===== src/rtl/writeback_register_file_pkg.sv =====
// writeback_register_file_pkg: shared pipeline constants for the write-back register file
package writeback_register_file_pkg;
  localparam int DATA_W = 32;
  localparam int REG_AW = 5;
  localparam int NREGS_MAX = 2 ** REG_AW;
  localparam int COUNT_W = 16;
  localparam logic [REG_AW-1:0] ZERO_REG = '0;
  function automatic logic addr_hit(input logic en, input logic [REG_AW-1:0] wa, input logic [REG_AW-1:0] ra);
    return en && (wa == ra);
  endfunction
endpackage


===== src/rtl/writeback_result_mux.sv =====
// writeback_result_mux: selects memory read data or ALU result for write-back
module writeback_result_mux #(
  parameter int W = 32
) (
  input  logic         sel,
  input  logic [W-1:0] read_data,
  input  logic [W-1:0] alu_out,
  output logic [W-1:0] result
);
  assign result = sel ? read_data : alu_out;
endmodule


===== src/rtl/writeback_register_file.sv =====
// writeback_register_file: flop-based register file with write-first bypass and commit counter
module writeback_register_file #(
  parameter int DATA_W = writeback_register_file_pkg::DATA_W,
  parameter int NREGS = writeback_register_file_pkg::NREGS_MAX
) (
  input  logic                                          clk,
  input  logic                                          reset,
  input  logic                                          Register_File_WE,
  input  logic                                          Multiplexer_3_Select,
  input  logic [DATA_W-1:0]                             ReadDataW,
  input  logic [DATA_W-1:0]                             ALUOutW,
  input  logic [writeback_register_file_pkg::REG_AW-1:0] WriteRegW,
  input  logic [writeback_register_file_pkg::REG_AW-1:0] A1,
  input  logic [writeback_register_file_pkg::REG_AW-1:0] A2,
  output logic [DATA_W-1:0]                             RD1,
  output logic [DATA_W-1:0]                             RD2,
  output logic [DATA_W-1:0]                             ResultW,
  output logic [writeback_register_file_pkg::COUNT_W-1:0] WriteCount
);
  import writeback_register_file_pkg::*;
  logic [DATA_W-1:0] rf [NREGS_MAX];
  logic armed;
  logic commit;
  writeback_result_mux #(.W(DATA_W)) u_mux (
    .sel(Multiplexer_3_Select),
    .read_data(ReadDataW),
    .alu_out(ALUOutW),
    .result(ResultW)
  );
  // armed stays low for the first edge after reset release, so that edge never commits
  always_ff @(posedge clk or posedge reset)
    if (reset) armed <= 1'b0;
    else armed <= 1'b1;
  assign commit = Register_File_WE && (WriteRegW != ZERO_REG) && armed && !reset;
  for (genvar r = 0; r < NREGS_MAX; r++) begin : g_reg
    logic [DATA_W-1:0] q;
    if (r == 0 || r >= NREGS) begin : g_zero
      assign q = '0;
    end else begin : g_ff
      always_ff @(posedge clk or posedge reset)
        if (reset) q <= '0;
        else if (commit && WriteRegW == REG_AW'(r)) q <= ResultW;
    end
    assign rf[r] = q;
  end
  assign RD1 = addr_hit(commit, WriteRegW, A1) ? ResultW : rf[A1];
  assign RD2 = addr_hit(commit, WriteRegW, A2) ? ResultW : rf[A2];
  always_ff @(posedge clk or posedge reset)
    if (reset) WriteCount <= '0;
    else if (commit) WriteCount <= WriteCount + 1'b1;
endmodule


===== config.mk =====
export PLATFORM = sky130hd
export DESIGN_NAME = writeback_register_file
export DESIGN_NICKNAME = d
export VERILOG_FILES = /design/src/rtl/writeback_register_file_pkg.sv /design/src/rtl/writeback_result_mux.sv /design/src/rtl/writeback_register_file.sv
export SDC_FILE = /design/constraint.sdc
export NUM_CORES = 2
export LEC_CHECK = 0
export CAP_MARGIN = 20
export CORE_UTILIZATION = 40
export CTS_BUF_LIST = sky130_fd_sc_hd__clkbuf_4 sky130_fd_sc_hd__clkbuf_8 sky130_fd_sc_hd__clkbuf_16
export DETAILED_ROUTE_END_ITERATION = 10
export SLEW_MARGIN = 20
export SYNTH_ARGS = -nofsm -noshare
export SYNTH_HDL_FRONTEND = slang
export SYNTH_SLANG_ARGS = --single-unit

===== constraint.sdc =====
create_clock -name clk -period 40.8 [get_ports clk]
set_input_delay 10.2 -clock clk [delete_from_list [all_inputs] [get_ports clk]]
set_output_delay 10.2 -clock clk [all_outputs]
set_load 0.05 [all_outputs]

==> metrics <==
outcome complete, no violations; yosys warns 0; Yosys top cell area share 47.6%; Netlist Area Pre-Place around 53000 sq um; Slew @ Worst Pin 1.17 ns; endpoint type of the worst setup path primary output; setup bufs post-CTS 0; Final period util between 60% and 70%; ranking of synthesized cells by area dfrtp_1 (48%), mux4_2 (15%), mux2i_1 (5.3%); critical path arrival 15.41 ns; post-layout util a little under half; Seq/Total Area, Yosys 47.6%; leakage power between 20 and 30 nW; Final WS setup about 15 ns; crit path to RD2[10]; unique cell type count in the Yosys netlist 52; Mean Syn Cell Area approximately 11 sq um; layout cells sized above 1 17.0%; Final #Nets between 5000 and 6000; R2R Setup Slk between 30 and 40 ns; Post-Syn Instances roughly 5000; H-tree depth 3; Pins Over Slew Limit 0; most common cell in the netlist dfrtp_1; flops & latches, synth slightly above 1000; clk_skew a little under 0.02 ns; Hold-fix buffers, CTS 0; CTS Buf Count ~110; Post-Layout Cell Count 6762; core area around 130000 sq um; Worst Path Required 30.60 ns; Root Buffer clkbuf_16; post_cts resized 0; antenna-violating nets left 0; reg2reg start armed; worst-case vdd ir drop 0.0305 mV; die width ~370 um; Net Count, Synth slightly above 5000; Area Growth Syn to Fin 12.8%; I/O pin total just under 200; Internal Power 0.00194 W; Critical Path Source Type primary input; post-route minimum period 25.61 ns; first-pass detailed-route iteration total 6; GRT Resource Usage Total 26.4%; Starting Density 40.3%; Flop pwr share roughly 44%; DRC violations left 0; filler instances 12261; Setup CP Type primary input to primary output; routed vias/inst 6.04; capturing point of the worst reg2reg path g_reg[19].q[6]; R2R depth 6; Port Buffers between 150 and 200; clk slew on worst S/H paths 0.05 ns; Async S/R FF share, synth between 90% and 100%; clk_lat worst skew approximately 0.72 ns; final setup vio count 0; Sw Pwr between 0.0007 and 0.0008 W; Synth area leader dfrtp_1; DP Cell Count between 6000 and 7000; CP Max Fanout 50; Max Cap Violations 0; fmax 39.0 MHz; Clk pwr share a little under 40%; final-report hold violation count 0; Die Y 366 um; unrepaired setup endpoints after global routing false; max_slew headroom about a fifth; CTS sink cnt 1009; Post-synth top cells dfrtp_1 (1009), nor2_1 (687), a21oi_1 (547); GPL Wtd Cong 0.823; global-route wire length before repair roughly 270000 um; CTS tree yes; DR iter-0 viols 4151; vias in the first global route 40059; Routed wire per std cell 26.2 um; pwr dens ~46 nW/um^2; Post-Route WL 177000 um; routed via count 40860; Comb pwr share between 10% and 20%; EDFF count, synth 0; dpl ws 15.20 ns; Site Rows 133; ys flop type dfrtp_1; Net Sw Frac 28.7%; Hold Crit Class flip-flop to flip-flop; setup TNS 0 ns; Final Total Pwr 0.00272 W; Sequential cell area between 20000 and 30000 sq um; footprint of the multi-input gates 25500 sq um; Max Root-Sink Buffers 3; n_diodes 0; Post-DP HPWL 102000 um; antenna violations before repair 6; largest net degree at the start of global routing 167; Die ar. 134000 sq um; CP Launch Point A2[0]; GRT overflow 0
==> placed cells by master (no fill, tap or decap), drive strengths merged, types with 12 or more instances in the layout <==
master         synthesis  layout
o311ai                62      62
inv                   34      38
clkdlybuf4s50          0     185
a31oi                 64      64
clkbuf               315     145
nor2                 687     687
mux2                  65      65
clkinv                 1      28
mux2i                283     283
buf                  209     130
a221oi                31      31
bufinv                 0      15
nand2                530     530
o22a                  30      30
o22ai                125     125
o211ai                30      30
o21ai                451     451
mux4                 356     356
or3                   31      31
a21oi                548     548
dfrtp               1009    1009
xnor2                 12      12
xor2                  13      13
a22oi                 63      63
nor3                  17      17
==> final cells by class <==
type	instances	share of cell area [%]
Clock buffer	144	5.15
Clock inverter	52	1.17
Inverter	35	0.232
Multi-Input combinational cell	3451	42.6
Sequential cell	1009	42.2
Tap cell	1755	3.67
Timing Repair Buffer	316	4.94
==> critical path, stage by stage <==
cell and delay, ns:
buf_8 0.39, buf_4 0.87, buf_4 0.65, buf_4 0.73, mux2i_1 0.26, o22ai_1 0.10, o311ai_0 0.96, a31oi_1 0.39
clkdlybuf4s50_1 0.80
==> state kept, by name, indices dropped and copies added, names as in the netlist <==
| signal | flops |
|---|---|
| WriteCount | 16 |
| armed | 1 |
| g.q | 992 |
==> through the flow <==
| step | area [sq um] | hold WS (ns) |
|---|---|---|
| global route | 59800 | 0.509 |
| detailed placement | 55900 | 0.464 |
| CTS | 59700 | 0.476 |
| finish | 59800 | 0.467 |
| global placement | 55900 | 0.464 |
| floorplan | 53000 | 0.461 |
==> power groups by stage <==
stage,Sequential [W],Clock [W],Combinational (W)
after floorplan,0.00120,0,0.000346
after global placement,0.00121,0,0.000465
after detailed placement,0.00121,0,0.000475
after CTS,0.00119,0.00107,0.000476
after global routing,0.00121,0.00110,0.000518
final,0.00120,0.00105,0.000479
==> layer usage <==
| metal | wire length [um] | GRT usage [%] |
|---|---|---|
| met5 | 41 | 0 |
| met4 | 5310 | 7.45 |
| met3 | 17000 | 5.52 |
| met2 | 79200 | 40.1 |
| met1 | 75800 | 38.1 |
==> how the worst min path moves through the flow <==
stage | slack (ns) | from | cells after the start | endpoint
6_report | 0.47 | WriteCount[15] | 1 | WriteCount[15]
5_1_grt | 0.51 | WriteCount[15] | 1 | WriteCount[15]
4_1_cts | 0.48 | WriteCount[15] | 1 | WriteCount[15]
3_5_place_dp | 0.46 | WriteCount[15] | 1 | WriteCount[15]
3_3_place_gp | 0.46 | WriteCount[15] | 1 | WriteCount[15]
2_1_floorplan | 0.46 | g_reg[10].q[0] | 2 | g_reg[10].q[0]
==> cell families after synthesis <==
kind of cell	synth area share, %
AO/OA/AOI/OAI	15.2
flip-flops	47.6
adder cells (fa/ha/maj)	0.0236
XOR/XNOR	0.413
buffers and inverters	4.94
multiplexers	21.8
AND/OR/NAND/NOR	9.96
other	0.00707
(Power assumes the default switching activity.)
